### config.mk
export PLATFORM = sky130hd
export DESIGN_NAME = ccc_apb_cfg_master
export DESIGN_NICKNAME = d
export VERILOG_FILES = /design/src/rtl/ccc_apb_cfg_master.sv
export SDC_FILE = /design/constraint.sdc
export NUM_CORES = 1
export LEC_CHECK = 0
export BUFFER_PORTS_ARGS = -buffer_cell sky130_fd_sc_hd__clkbuf_2
export CAP_MARGIN = 40
export CORE_UTILIZATION = 25
export CTS_CLUSTER_DIAMETER = 40
export DETAILED_ROUTE_END_ITERATION = 10
export SKIP_LAST_GASP = 1
export SYNTH_ARGS = -nofsm -noshare
export SYNTH_HDL_FRONTEND = slang
export SYNTH_SLANG_ARGS = --single-unit
### constraint.sdc
create_clock -name PCLK -period 3.7 [get_ports PCLK]
set_clock_uncertainty 0.2 [all_clocks]
set_input_delay 0.185 -clock PCLK [delete_from_list [all_inputs] [get_ports PCLK]]
set_output_delay 0.185 -clock PCLK [all_outputs]
set_load 0.01 [all_outputs]
### src/rtl/ccc_apb_cfg_master.sv
// ccc_apb_cfg_master: APB initiator for the CCC reconfiguration port with optional PLL relock.
// Define CCC_CFG_READBACK_EN to follow every write with a readback and mismatch check.
module ccc_apb_cfg_master #(
    parameter int LOCK_TIMEOUT = 4096,
    parameter int ARST_CYCLES  = 16
) (
    input  logic       PCLK,
    input  logic       PRESET_N,
    input  logic       REQ_VALID,
    output logic       REQ_READY,
    input  logic       REQ_WRITE,
    input  logic [5:0] REQ_ADDR,
    input  logic [7:0] REQ_WDATA,
    input  logic       REQ_RELOCK,
    output logic       RSP_VALID,
    output logic [7:0] RSP_RDATA,
    output logic       RSP_ERR,
    output logic       RSP_MISMATCH,
    output logic       PSEL,
    output logic       PENABLE,
    output logic       PWRITE,
    output logic [5:0] PADDR,
    output logic [7:0] PWDATA,
    input  logic [7:0] PRDATA,
    output logic       PLL_ARST_N,
    input  logic       LOCK,
    output logic       LOCKED
);
    localparam int CNT_MAX = (LOCK_TIMEOUT > ARST_CYCLES) ? LOCK_TIMEOUT : ARST_CYCLES;
    localparam int CW = $clog2(CNT_MAX) + 1;
    localparam logic [CW-1:0] TO_LAST   = CW'(LOCK_TIMEOUT - 1);
    localparam logic [CW-1:0] ARST_LAST = CW'(ARST_CYCLES - 1);

    typedef enum logic [2:0] {
        IDLE, SETUP, ACCESS, RB_SETUP, RB_ACCESS, ARST, WAIT_LOCK, RESP
    } state_e;

    state_e        state_q, state_d;
    logic [CW-1:0] cnt_q, cnt_d;
    logic [1:0]    sync_q;
    logic          write_q, relock_q;
    logic [7:0]    rdata_q;
    logic          err_q, mis_q;
    logic [5:0]    paddr_q;
    logic [7:0]    pwdata_q;
    logic          sel_q, en_q, pwrite_q, arst_n_q, ready_q, rsp_valid_q;
    logic          sel_d, en_d, pwrite_d, arst_n_d, ready_d, rsp_valid_d;
    logic          accept;

    assign accept = (state_q == IDLE) && REQ_VALID && ready_q;

    always_ff @(posedge PCLK or negedge PRESET_N) begin
        if (!PRESET_N) begin
            state_q <= IDLE;
            cnt_q   <= '0;
        end else begin
            state_q <= state_d;
            cnt_q   <= cnt_d;
        end
    end

    always_comb begin
        state_d = state_q;
        case (state_q)
            IDLE:      if (accept) state_d = SETUP;
            SETUP:     state_d = ACCESS;
`ifdef CCC_CFG_READBACK_EN
            ACCESS:    state_d = write_q ? RB_SETUP : RESP;
            RB_SETUP:  state_d = RB_ACCESS;
            RB_ACCESS: state_d = relock_q ? ARST : RESP;
`else
            ACCESS:    state_d = relock_q ? ARST : RESP;
`endif
            ARST:      if (cnt_q == ARST_LAST) state_d = WAIT_LOCK;
            WAIT_LOCK: if (sync_q[1] || cnt_q == TO_LAST) state_d = RESP;
            RESP:      state_d = IDLE;
            default:   state_d = IDLE;
        endcase
    end

    // Counter restarts on every state change so ARST and WAIT_LOCK each count from zero.
    assign cnt_d = ((state_q == ARST || state_q == WAIT_LOCK) && state_d == state_q) ? cnt_q + CW'(1) : '0;

    always_comb begin
        sel_d       = state_d inside {SETUP, ACCESS, RB_SETUP, RB_ACCESS};
        en_d        = state_d inside {ACCESS, RB_ACCESS};
        pwrite_d    = accept ? REQ_WRITE : (state_d inside {RB_SETUP, RB_ACCESS}) ? 1'b0 : pwrite_q;
        arst_n_d    = state_d != ARST;
        ready_d     = state_d == IDLE;
        rsp_valid_d = state_d == RESP;
    end

    always_ff @(posedge PCLK or negedge PRESET_N) begin
        if (!PRESET_N) begin
            sel_q       <= 1'b0;
            en_q        <= 1'b0;
            pwrite_q    <= 1'b0;
            arst_n_q    <= 1'b1;
            ready_q     <= 1'b0;
            rsp_valid_q <= 1'b0;
        end else begin
            sel_q       <= sel_d;
            en_q        <= en_d;
            pwrite_q    <= pwrite_d;
            arst_n_q    <= arst_n_d;
            ready_q     <= ready_d;
            rsp_valid_q <= rsp_valid_d;
        end
    end

    always_ff @(posedge PCLK or negedge PRESET_N) begin
        if (!PRESET_N) begin
            paddr_q  <= '0;
            pwdata_q <= '0;
            write_q  <= 1'b0;
            relock_q <= 1'b0;
            rdata_q  <= '0;
            err_q    <= 1'b0;
            mis_q    <= 1'b0;
        end else begin
            if (accept) begin
                paddr_q  <= REQ_ADDR;
                pwdata_q <= REQ_WDATA;
                write_q  <= REQ_WRITE;
                relock_q <= REQ_WRITE && REQ_RELOCK;
                rdata_q  <= '0;
                err_q    <= 1'b0;
                mis_q    <= 1'b0;
            end
            if (state_q == ACCESS && !write_q) rdata_q <= PRDATA;
`ifdef CCC_CFG_READBACK_EN
            if (state_q == RB_ACCESS) begin
                rdata_q <= PRDATA;
                mis_q   <= PRDATA != pwdata_q;
            end
`endif
            if (state_q == WAIT_LOCK && state_d == RESP) err_q <= !sync_q[1];
        end
    end

    // LOCK comes from the PLL and is asynchronous to PCLK.
    always_ff @(posedge PCLK or negedge PRESET_N) begin
        if (!PRESET_N) sync_q <= '0;
        else           sync_q <= {sync_q[0], LOCK};
    end

    assign REQ_READY    = ready_q;
    assign RSP_VALID    = rsp_valid_q;
    assign RSP_RDATA    = rdata_q;
    assign RSP_ERR      = err_q;
    assign RSP_MISMATCH = mis_q;
    assign PSEL         = sel_q;
    assign PENABLE      = en_q;
    assign PWRITE       = pwrite_q;
    assign PADDR        = paddr_q;
    assign PWDATA       = pwdata_q;
    assign PLL_ARST_N   = arst_n_q;
    assign LOCKED       = sync_q[1];
endmodule
* Word-level counts from Yosys, hierarchy flattened
Index checks and enable logic that the tools add are counted.
W data, S select, Z words.
** Cells by class
- Add/sub/neg operators :: 1
- Multiply operators :: 0
- Divide/modulo/power cells :: 0
- Magnitude comparators :: 0
- Eq/ne operators :: 13
- Shift-type cells :: 0
- Mux-type cells :: 12
- Bitwise operators :: 0
- Reduce and logical (&&, ||, !) cells :: 18
** Operators with widths (count)
- $mux W8 :: 2
- $pmux W3 S5 :: 1
- $add A13 B1 Y13 const B :: 1
- $eq A13 B12 Y1 const B :: 1
- $eq A13 B4 Y1 const B :: 1
- $mux W13 :: 1
- $eq A3 B3 Y1 const B :: 4
- $reduce_bool A2 Y1 :: 5
- $eq A3 B2 Y1 const B :: 3
- $mux W3 :: 3
- $eq A3 B1 Y1 const B :: 2
- $logic_and A1 B1 Y1 :: 6
- $logic_not A3 Y1 :: 2
- $mux W1 :: 4
- $reduce_bool A4 Y1 :: 1
- $eq A3 B3 Y1 :: 1
- $ne A3 B3 Y1 const B :: 1
- $logic_not A1 Y1 :: 2
- $logic_or A1 B1 Y1 :: 2
- $mux W2 :: 1
** Word-level totals
- Flip-flop bits (word level) :: 49
- Bits in latches :: 0
- Memory bits (writable) :: 0
- Bits in read-only memories :: 0
- Bits of input ports :: 28
- Output and inout bits :: 31
- Memories :: 0

* Logic depth before layout (Yosys ltp)
Gate-level depths: netlist (run 1).
- Depth in word-level cells :: 9
- Gate-level depth with buffers :: 6
- Mapped depth without buffers :: 5

* Worst setup path after synthesis (run 1)
OpenSTA, ideal clock, no wires.
- Path type :: register to register
- Start :: reg cnt_q[0]
- End :: reg cnt_q[10]
- Library setup time :: 119 ps
- Data arrival time :: 1511 ps
- Data required time :: 3381 ps
- Path slack :: 1870 ps
- Cell stages (with the launch flop) :: 7
- Path buffers :: 1
- Cell sequence :: dfrtp_1 ha_1 nand3_1 o41ai_4 a2bb2oi_2 buf_6 nor2_1
** Between the ends
- Cells in the longest elaborated chain, start to end :: 7
- Elaborated cells on any way between the ends :: 10
** Ends and longest elaborated chain
- start, declared :: RTL line 39 : logic [CW-1:0] cnt_q, cnt_d;
- start signal, assigned :: RTL line 58 : cnt_q <= cnt_d;
- $eq A13 B12 Y1 :: RTL line 75 : WAIT_LOCK: if (sync_q[1] || cnt_q == TO_LAST) state_d = RESP;
- $logic_or A1 B1 Y1 :: RTL line 75
- $mux W3 :: RTL line 75
- $pmux W3 S5 :: RTL line 64 : case (state_q)
- $eq A3 B3 Y1 :: RTL line 82 : assign cnt_d = ((state_q == ARST || state_q == WAIT_LOCK) && state_d == state_q) ? cnt_q + CW'(1) : '0;
- $logic_and A1 B1 Y1 :: RTL line 82
- $mux W13 * :: RTL line 82
- via cnt_d[10] :: RTL line 39
The timed path passes the listed nets; every way through them passes the cells marked *.
A chain may end at the register's enable or synchronous reset.

* Worst setup path in the final report (run 1)
- Start :: reg state_q[2]
- End :: reg relock_q
** Between the ends
- Cells in the longest elaborated chain, start to end :: 3
** Ends and longest elaborated chain
- start, declared :: RTL line 38 : state_e state_q, state_d;
- start signal, assigned :: RTL line 57 : state_q <= state_d;
- $logic_not A3 Y1 :: RTL line 50 : assign accept = (state_q == IDLE) && REQ_VALID && ready_q;
- $logic_and A1 B1 Y1 (2 in series) :: RTL line 50
- end signal, assigned :: RTL line 125 : relock_q <= REQ_WRITE && REQ_RELOCK;
- end, declared :: RTL line 41 : logic write_q, relock_q;
Every way passes these cells.

==> results of run 1 <==
-- layer usage --
metal  vias up  GRT usage, %  wire length (µm)
li1        815             -                 -
met1       812         14.17              2061
met5         -             0                 0
met4         0         1.563                 0
met3         0         2.791               257
met2        47         17.90              2094
-- cell families after synthesis --
logic type               share of synthesized area, %
XOR/XNOR                                        4.721
adder cells (fa/ha/maj)                        0.6130
other                                          0.1838
AO/OA/AOI/OAI                                   8.400
flip-flops                                      60.15
multiplexers                                   0.4905
buffers and inverters                           3.188
AND/OR/NAND/NOR                                 22.26
-- through the flow --
stage / instance area, µm² / instances / setup WS [ns] / total power [mW] / utilization, %
finish: 2815 / 384 / 1.488 / 1.784 / 36.06
global route: 2815 / 384 / 1.331 / 1.923 / 36.06
CTS: 2815 / 384 / 1.521 / 1.811 / 36.06
detailed placement: 2425 / 349 / 1.533 / 1.387 / 31.06
global placement: 2425 / 349 / 1.580 / 1.377 / 31.06
floorplan: 2041 / 195 / 1.870 / 1.156 / -
-- sequential cells by signal, summed over array words and instances (netlist names) --
signal / count
PENABLE: 1
write_q: 1
relock_q: 1
state_q: 3
RSP_ERR: 1
sync_q: 2
cnt_q: 13
RSP_RDATA: 8
PWDATA: 8
PWRITE: 1
RSP_VALID: 1
PLL_ARST_N: 1
PSEL: 1
PADDR: 6
REQ_READY: 1
-- critical path, cell delays in order, from the launching register on --
cell and delay [ns]:
sky130_fd_sc_hd__dfrtp_1 0.49, sky130_fd_sc_hd__nor4_2 0.41, sky130_fd_sc_hd__buf_4 0.31, sky130_fd_sc_hd__nand3_1 0.10
sky130_fd_sc_hd__dlygate4sd3_1 0.58, sky130_fd_sc_hd__nand2_1 0.07
-- final cells by class --
| class | count | area (µm²) | area share, % |
|---|---|---|---|
| Clock buffer | 6 | 82.58 | 2.933 |
| Clock inverter | 2 | 37.54 | 1.333 |
| Inverter | 4 | 15.01 | 0.5333 |
| Multi-Input combinational cell | 135 | 754.5 | 26.80 |
| Sequential cell | 49 | 1227 | 43.60 |
| Tap cell | 102 | 127.6 | 4.533 |
| Timing Repair Buffer | 86 | 570.5 | 20.27 |
-- cell usage after synthesis (all sizes together) --
library cell   n  area share [%]
a211oi         1            0.37
a21boi         1            0.37
a21oi          3            0.74
a22o           8             3.4
a2bb2oi        1            0.74
a41oi          1            0.43
and3           1            0.31
buf            7             2.5
conb           1            0.18
dfrtp         48              59
dfstp          1             1.3
ha             1            0.61
inv            4            0.74
mux2i          1            0.49
nand2         54             9.9
nand2b         2            0.61
nand3          7             1.7
nand4          4             2.0
nor2          21             3.9
nor2b          3            0.92
nor3           7             2.0
nor4           2            0.61
o21ai          1            0.25
o21bai         2            0.74
o41ai          1             1.3
or4            1            0.37
xnor2          9             3.9
xor2           2            0.86
-- worst min-delay path by stage --
stage	startpoint	to	slack [ns]	depth (start not counted)
after floorplan	PRESET_N	PADDR[0]	-0.31	0
after global placement	PRESET_N	PENABLE	-0.02	1
after detailed placement	PRESET_N	PENABLE	-0.01	1
after CTS	REQ_VALID	REQ_READY	0.1	4
after global routing	sync_q[0]	sync_q[1]	0.17	0
final	REQ_VALID	REQ_READY	0.10	4
-- power by group --
part	internal, mW	switching [mW]	leakage [nW]
combinational	0.251	0.337	0.699
clock	0.220	0.170	0.0574
sequential	0.701	0.105	0.636
total	1.17	0.612	1.39
==> results.md, run 1 <==
- RR Startpoint: state_q[2]
- Worst Setup End Kind: register
- Fin crit period: between 2 and 2.5 ns
- Register area share after synthesis: between 60 and 70%
- Number of storage elements in the synthesis netlist: 49
- Sum of routed wire length over all layers: around 4.4 mm
- Launch point of the critical path: state_q[2]
- Period Utilization, post-route: between 50 and 60%
- Worst skew pair latency: just under 0.3 ns
- Synthesized netlist cell count: 195
- Total of hold buffers inserted after clock tree synthesis: 27
- Fin. Hold Viols: 0
- Filler cell count: between 800 and 900
- Die outline height: 92.35 µm
- DRT Pass-1 Iters: 4
- Number of warnings issued by yosys: 0
- CTS clk-pin slew, worst paths: ~0.090 ns
- Setup repair after global routing missed its margin: false
- Routed length per instance: roughly 11 µm
- Highest clock frequency the design can meet: about 0.45 GHz
- Wire length of the first global-routing pass: 7.417 mm
- Area overhead of the layout relative to synthesis: 37.95%
- Antenna Violating Nets Remaining: 0
- Initial antenna violation count: 0
- Max-cap violation count: 0
- Width of the chip: 92.35 µm
- Crit Path Class: register to register
- Initial core utilization: approximately a quarter
- Number of vias per cell after detailed routing: approximately 4.4
- R2R setup slack: 1.49 ns
- Post-synth cell types: 32
- CTS Sinks: 49
- Clock root buffer: sky130_fd_sc_hd__clkbuf_8
- Vias after detailed routing: ~1,700
- Average size of a mapped cell: 10.47 µm²
- Post-cts resize count: 0
- Critical Path AT: 2.25 ns
- Total Nets Final: between 300 and 400
- Final number of setup-violating endpoints: 0
- Total number of placement rows: 32
- Post-CTS setup buffer count: 0
- TritonCTS Buffers: 5
- N_diodes: 0
- CTS tree: built
- Maximum VDD drop: 0.2434 mV
- Worst R2R End: relock_q
- Via count of the first global-routing pass: between 1,500 and 2,000
- Run status: completed
- Crit path launch type: register
- Fraction of layout cells with a size suffix above 1: 25.89%
- Buffers on Ports: 57
- Hold/Removal Path Class: primary input to register
- Detailed placer's ending HPWL: a little under 3 mm
- Fin. max-slew vios: 0
- Count of routing violations after the opening detailed-route iteration: 86
- Required time at the endpoint of the critical path: 3.74 ns
- Core Region: ~0.0078 mm²
- Reg2reg path depth: 5
- Net count after synthesis: about 220
- Hold Slack: just over 0.1 ns
- DR DRC count: 0
- Number of H-tree levels: 2
- Capture point of the worst path: relock_q
- Buffers from clock root to sink, at most: 2
- Total gr overflow: 0
- Relative slew margins: 54.30%
- IO Count: between 50 and 60
- Pin count of the biggest net entering global routing: 31
- Post-synthesis instance area: 0.002041 mm²
- Post-route setup TNS: 0 ns
- Crit-path max FO: 18
- Top library cells by usage in the layout, fill and taps aside: sky130_fd_sc_hd__clkbuf_2 (57), sky130_fd_sc_hd__nand2_1 (54), sky130_fd_sc_hd__dfrtp_1 (48), sky130_fd_sc_hd__dlygate4sd3_1 (27), sky130_fd_sc_hd__nor2_1 (21)
- Die footprint: 0.008529 mm²
- Global routing usage summed across all routing layers: between 10% and 20%
- Power density over the cells: about 630 mW/mm²
- Worst slew pin tran: between 0.6 and 0.7 ns
- Commonest non-fill, non-tap cell in the layout: sky130_fd_sc_hd__clkbuf_2
- Leak: ~1.4 nW
- Global placer's final weighted congestion: roughly 0.84
Note: power is estimated with default switching activity, not from simulation.
==> run 2: changes to the inputs <==
==> constraint.sdc (replaced) <==
create_clock -name PCLK -period 2.2 [get_ports PCLK]
set_clock_uncertainty 0.2 [all_clocks]
set_input_delay 0.11 -clock PCLK [delete_from_list [all_inputs] [get_ports PCLK]]
set_output_delay 0.11 -clock PCLK [all_outputs]
set_load 0.01 [all_outputs]
==> results.md, run 2 (same netlist as run 1, synthesis figures left out) <==
- Run status: completed (unchanged)
- Leak: 1.382 nW (was 1.393 nW)
- Worst Setup End Kind: register (unchanged)
- Post-cts resize count: 0 (unchanged)
- DRT Pass-1 Iters: 4 (unchanged)
- Count of routing violations after the opening detailed-route iteration: 76 (was 86)
- Critical Path AT: 1.96 ns (was 2.25 ns)
- Sum of routed wire length over all layers: 4.324 mm (was 4.413 mm)
- Final number of setup-violating endpoints: 0 (unchanged)
- Max-cap violation count: 0 (unchanged)
- Highest clock frequency the design can meet: 0.4993 GHz (was 0.4521 GHz)
- Top library cells by usage in the layout, fill and taps aside: sky130_fd_sc_hd__clkbuf_2 (57), sky130_fd_sc_hd__nand2_1 (54), sky130_fd_sc_hd__dfrtp_1 (48), sky130_fd_sc_hd__dlygate4sd3_1 (26), sky130_fd_sc_hd__nor2_1 (21) (was sky130_fd_sc_hd__clkbuf_2 (57), sky130_fd_sc_hd__nand2_1 (54), sky130_fd_sc_hd__dfrtp_1 (48), sky130_fd_sc_hd__dlygate4sd3_1 (27), sky130_fd_sc_hd__nor2_1 (21))
- DR DRC count: 0 (unchanged)
- Worst stage delay on the critical path: 0.48 ns (was 0.58 ns)
- Initial core utilization: 26.14% (unchanged)
- CTS clk-pin slew, worst paths: 0.09 ns (about the same)
- Crit Path Class: register to register (unchanged)
- Commonest non-fill, non-tap cell in the layout: sky130_fd_sc_hd__clkbuf_2 (unchanged)
- Fin crit period: 2.003 ns (was 2.212 ns)
- Core Region: 0.007807 mm² (unchanged)
- Total number of placement rows: 32 (unchanged)
- Post-CTS setup buffer count: 0 (unchanged)
- Hold Slack: 0.1576 ns (was 0.1040 ns)
- Width of the chip: 92.35 µm (unchanged)
- Power density over the cells: 1030 mW/mm² (was 633.8 mW/mm²)
- Fraction of layout cells with a size suffix above 1: 26.24% (was 25.89%)
- Wire length of the first global-routing pass: 7.327 mm (was 7.417 mm)
- Worst skew pair latency: 0.29 ns (about the same)
- Period Utilization, post-route: 91.03% (was 59.78%)
- Number of vias per cell after detailed routing: 4.268 (was 4.359)
- CTS Sinks: 49 (unchanged)
- Total gr overflow: 0 (unchanged)
- Crit-path slowest cell: sky130_fd_sc_hd__dfrtp_1 (was sky130_fd_sc_hd__dlygate4sd3_1)
- Detailed placer's ending HPWL: 2.912 mm (was 2.978 mm)
- Fin. Hold Viols: 0 (unchanged)
- Maximum VDD drop: 0.4606 mV (was 0.2434 mV)
- Total of hold buffers inserted after clock tree synthesis: 26 (was 27)
- Critical path cell sequence: nor4_1, nand4_1, a211oi_1, a21boi_0 (was nor4_2, buf_4, nand3_1, dlygate4sd3_1, nand2_1)
- Buffers on Ports: 57 (unchanged)
- Vias after detailed routing: 1,639 (was 1,674)
- N_diodes: 0 (unchanged)
- Total Nets Final: 310 (unchanged)
- Filler cell count: 806 (was 809)
- Area overhead of the layout relative to synthesis: 36.17% (was 37.95%)
- Die outline height: 92.35 µm (unchanged)
- Initial antenna violation count: 0 (unchanged)
- Finished layout cell area: 0.002779 mm² (was 0.002815 mm²)
- Relative slew margins: 57.02% (was 54.30%)
- Crit path launch type: register (unchanged)
- Via count of the first global-routing pass: 1,619 (was 1,648)
- Global routing usage summed across all routing layers: 10.75% (was 10.70%)
- CTS tree: built (unchanged)
- Die footprint: 0.008529 mm² (unchanged)
- Worst slew pin tran: 0.6446 ns (was 0.6855 ns)
- Global placer's final weighted congestion: 0.7988 (was 0.8411)
- Post-route setup TNS: 0 ns (unchanged)
- TritonCTS Buffers: 5 (unchanged)
- Largest reg by FF count: cnt_q (unchanged)
- Family with the most delay on the worst path: simple AND/OR/NAND/NOR gates (was buffers and inverters)
- Setup repair after global routing missed its margin: false (unchanged)
- R2R setup slack: 0.20 ns (was 1.49 ns)
- Fin. max-slew vios: 0 (unchanged)
- Crit-path max FO: 6 (was 18)
- CP bufs+invs: 0 (was 2)
- Max reg flops: 13 (unchanged)
- Number of H-tree levels: 2 (unchanged)
- Worst slack at placement: 0.2111 ns (was 1.533 ns)
- Routed length per instance: 11.26 µm (was 11.49 µm)
- Area after detailed placement: 0.002432 mm² (was 0.002425 mm²)
- Pin count of the biggest net entering global routing: 50 (was 31)
- Antenna Violating Nets Remaining: 0 (unchanged)
- Required time at the endpoint of the critical path: 2.16 ns (was 3.74 ns)
- Buffers from clock root to sink, at most: 2 (unchanged)
- IO Count: 59 (unchanged)
- Final worst slack: 0.1973 ns (was 1.488 ns)
- Hold/Removal Path Class: register to register (was primary input to register)
- Clock root buffer: sky130_fd_sc_hd__clkbuf_8 (unchanged)
-- run 2: cell count changes in the layout (fill, tap and decap cells not counted) --
cell | previous run | this run
sky130_fd_sc_hd__dlygate4sd3_1 | 27 | 26
sky130_fd_sc_hd__buf_4 | 2 | 3
sky130_fd_sc_hd__bufinv_16 | 1 | 0
sky130_fd_sc_hd__clkinv_2 | 0 | 2
sky130_fd_sc_hd__clkbuf_8 | 6 | 5
-- run 2: path summary, 6_finish.rpt --
| path | start | depth (start not counted) | endpoint |
|---|---|---|---|
| hold reg to reg | sync_q[0] | 0 | sync_q[1] |
| setup reg to reg | cnt_q[4] | 4 | RSP_VALID |
| setup / recovery | cnt_q[4] | 4 | RSP_VALID |
| max in group asynchronous | PRESET_N | 3 | state_q[2] |
| min in group asynchronous | PRESET_N | 3 | PSEL |
| hold / removal | sync_q[0] | 0 | sync_q[1] |
-- run 2: power breakdown --
| part | internal [mW] | switching [mW] | total (mW) |
|---|---|---|---|
| Combinational | 0.428 | 0.568 | 0.996 |
| Clock | 0.220 | 0.290 | 0.509 |
| Sequential | 1.18 | 0.177 | 1.36 |
| Total | 1.83 | 1.03 | 2.86 |
-- run 2: final cells by class --
type | count | area, µm² | share of cell area (%)
well taps | 102 | 127.6 | 4.593
clock buffers | 5 | 68.82 | 2.476
clock inverters | 3 | 17.52 | 0.6303
multi-input cells | 135 | 754.5 | 27.15
flip-flops and latches | 49 | 1227 | 44.17
repair buffers | 86 | 568.0 | 20.44
inverters | 4 | 15.01 | 0.5403
-- run 2: worst register-to-register path, cell delays in order, from the launching register on --
cell and delay, ns:
sky130_fd_sc_hd__dfrtp_1 0.48, sky130_fd_sc_hd__nor4_1 0.41, sky130_fd_sc_hd__nand4_1 0.25, sky130_fd_sc_hd__a211oi_1 0.36, sky130_fd_sc_hd__a21boi_0 0.16
-- run 2: layer usage --
layer  track usage (%)  routed length (µm)
met5                 0                   0
met2             16.79                2028
met1             15.26                2086
met4             1.953                   0
met3             2.545                 209
-- run 2: through the flow --
stage | std cells | utilization [%] | power (mW)
finish | 384 | 35.59 | 2.862
global route | 384 | 35.59 | 3.093
detailed placement | 350 | 31.15 | 2.342
floorplan | 195 | - | 1.944
global placement | 350 | 31.15 | 2.320
CTS | 384 | 35.59 | 2.904
==> run 3: changes to the inputs <==
==> constraint.sdc (replaced) <==
create_clock -name PCLK -period 2.2 [get_ports PCLK]
set_clock_uncertainty 0.2 [all_clocks]
set_input_delay 0.22 -clock PCLK [delete_from_list [all_inputs] [get_ports PCLK]]
set_output_delay 0.22 -clock PCLK [all_outputs]
set_load 0.01 [all_outputs]
==> results.md, run 3 (same netlist as run 1, synthesis figures left out) <==
- Run status: completed (unchanged)
- Worst slew pin tran: 0.6297 ns (was 0.6446 ns)
- Leak: 1.402 nW (was 1.382 nW)
- Crit-path max FO: 6 (unchanged)
- CTS tree: built (unchanged)
- IO Count: 59 (unchanged)
- Final worst slack: 0.1430 ns (was 0.1973 ns)
- DRT Pass-1 Iters: 4 (unchanged)
- Crit path launch type: register (unchanged)
- Total number of placement rows: 32 (unchanged)
- Number of vias per cell after detailed routing: 4.363 (was 4.268)
- Power density over the cells: 1068 mW/mm² (was 1030 mW/mm²)
- TritonCTS Buffers: 5 (unchanged)
- Global placer's final weighted congestion: 0.8309 (was 0.7988)
- Count of routing violations after the opening detailed-route iteration: 114 (was 76)
- Total Nets Final: 312 (was 310)
- Capture point of the worst path: RSP_VALID (unchanged)
- Global routing usage summed across all routing layers: 11.26% (was 10.75%)
- Clock root buffer: sky130_fd_sc_hd__clkbuf_8 (unchanged)
- Max-cap violation count: 0 (unchanged)
- Highest clock frequency the design can meet: 0.4861 GHz (was 0.4993 GHz)
- Pin count of the biggest net entering global routing: 21 (was 50)
- Crit Path Class: register to register (unchanged)
- Die footprint: 0.008529 mm² (unchanged)
- Vias after detailed routing: 1,684 (was 1,639)
- Maximum VDD drop: 0.4301 mV (was 0.4606 mV)
- CTS clk-pin slew, worst paths: 0.08 ns (was 0.09 ns)
- Antenna Violating Nets Remaining: 0 (unchanged)
- CTS Sinks: 49 (unchanged)
- Die outline height: 92.35 µm (unchanged)
- Worst R2R End: RSP_VALID (unchanged)
- Initial core utilization: 26.14% (unchanged)
- Launch point of the critical path: cnt_q[4] (unchanged)
- Area overhead of the layout relative to synthesis: 38.32% (was 36.17%)
- Commonest non-fill, non-tap cell in the layout: sky130_fd_sc_hd__clkbuf_2 (unchanged)
- Relative slew margins: 58.02% (was 57.02%)
- Post-route setup TNS: 0 ns (unchanged)
- Detailed placer's ending HPWL: 3.113 mm (was 2.912 mm)
- Buffers from clock root to sink, at most: 2 (unchanged)
- Number of H-tree levels: 2 (unchanged)
- Sum of routed wire length over all layers: 4.568 mm (was 4.324 mm)
- DR DRC count: 0 (unchanged)
- Fraction of the core area covered by cells at the end of the flow: 36.15% (was 35.59%)
- Width of the chip: 92.35 µm (unchanged)
- Fin. max-slew vios: 0 (unchanged)
- Routed length per instance: 11.83 µm (was 11.26 µm)
- Core Region: 0.007807 mm² (unchanged)
- Fraction of layout cells with a size suffix above 1: 26.76% (was 26.24%)
- Period Utilization, post-route: 93.50% (was 91.03%)
- Total gr overflow: 0 (unchanged)
- Reg2reg path depth: 4 (unchanged)
- Final number of setup-violating endpoints: 0 (unchanged)
- Largest reg by FF count: cnt_q (unchanged)
- Top library cells by usage in the layout, fill and taps aside: sky130_fd_sc_hd__clkbuf_2 (57), sky130_fd_sc_hd__nand2_1 (54), sky130_fd_sc_hd__dfrtp_1 (48), sky130_fd_sc_hd__dlygate4sd3_1 (26), sky130_fd_sc_hd__nor2_1 (21) (unchanged)
- RR Startpoint: cnt_q[4] (unchanged)
- Required time at the endpoint of the critical path: 2.15 ns (was 2.16 ns)
- Worst Setup End Kind: register (unchanged)
- R2R setup slack: 0.14 ns (was 0.20 ns)
- Via count of the first global-routing pass: 1,613 (was 1,619)
- Max reg flops: 13 (unchanged)
- Worst skew pair latency: 0.30 ns (was 0.29 ns)
- Buffers on Ports: 57 (unchanged)
- Fin. Hold Viols: 0 (unchanged)
- Worst slack at placement: 0.2331 ns (was 0.2111 ns)
- Fin crit period: 2.057 ns (was 2.003 ns)
- Critical Path AT: 2.01 ns (was 1.96 ns)
- Tot Pwr: 3.014 mW (was 2.862 mW)
- Wire length of the first global-routing pass: 7.714 mm (was 7.327 mm)
- N_diodes: 0 (unchanged)
- Initial antenna violation count: 0 (unchanged)
- Hold/Removal Path Class: register to register (unchanged)
- Setup repair after global routing missed its margin: false (unchanged)
## run 3: final cells by class
type	instances	area, µm²
tap	102	127.6
multi-input combinational	135	754.5
clock buffer	5	68.82
fill	781	4985
inverter	4	15.01
sequential	49	1227
timing repair buffer	88	583.1
clock inverter	3	46.29
## run 3: where the power goes
group / internal (mW) / total, mW / switching [mW]
Sequential: 1.18 / 1.36 / 0.178
Combinational: 0.435 / 1.01 / 0.578
Clock: 0.340 / 0.643 / 0.302
Total: 1.96 / 3.01 / 1.06
## run 3: worst min-delay path by stage
stage	start	end	slack, ns	cells after the start
floorplan	PRESET_N	PADDR[0]	-0.28	0
global placement	PRESET_N	RSP_RDATA[7]	-0.007	1
detailed placement	PRESET_N	PSEL	0.0008	1
CTS	sync_q[0]	sync_q[1]	0.16	0
global route	sync_q[0]	sync_q[1]	0.17	0
finish	sync_q[0]	sync_q[1]	0.15	0
## run 3: critical path, cell delays in order (launching register included)
cell	delay, ns
sky130_fd_sc_hd__dfrtp_1	0.48
sky130_fd_sc_hd__nor4_1	0.42
sky130_fd_sc_hd__nand4_1	0.25
sky130_fd_sc_hd__a211oi_1	0.39
sky130_fd_sc_hd__a21boi_0	0.18
## run 3: through the flow
step	cells	area, µm²	hold WS, ns
2_1_floorplan	195	2041	-0.2756
3_3_place_gp	352	2447	-0.007394
3_5_place_dp	352	2447	0.0008071
4_1_cts	386	2823	0.1585
5_1_grt	386	2823	0.1719
6_report	386	2823	0.1547
## run 3: routing by layer
layer  global-route usage (%)  vias up  share of wire (%)
met5                        0        -                  0
met4                    2.344        0                  0
met3                    2.956        0                5.1
met2                    16.98       53                 46
met1                    16.21      816                 49
li1                         -      815                  -
## run 3: repair_timing
item                                   4_1_cts  5_1_grt
endpoints found under the hold margin       42        0
hold buffers                                26        0
buffers inserted                             0        0
resized for setup                            0        0
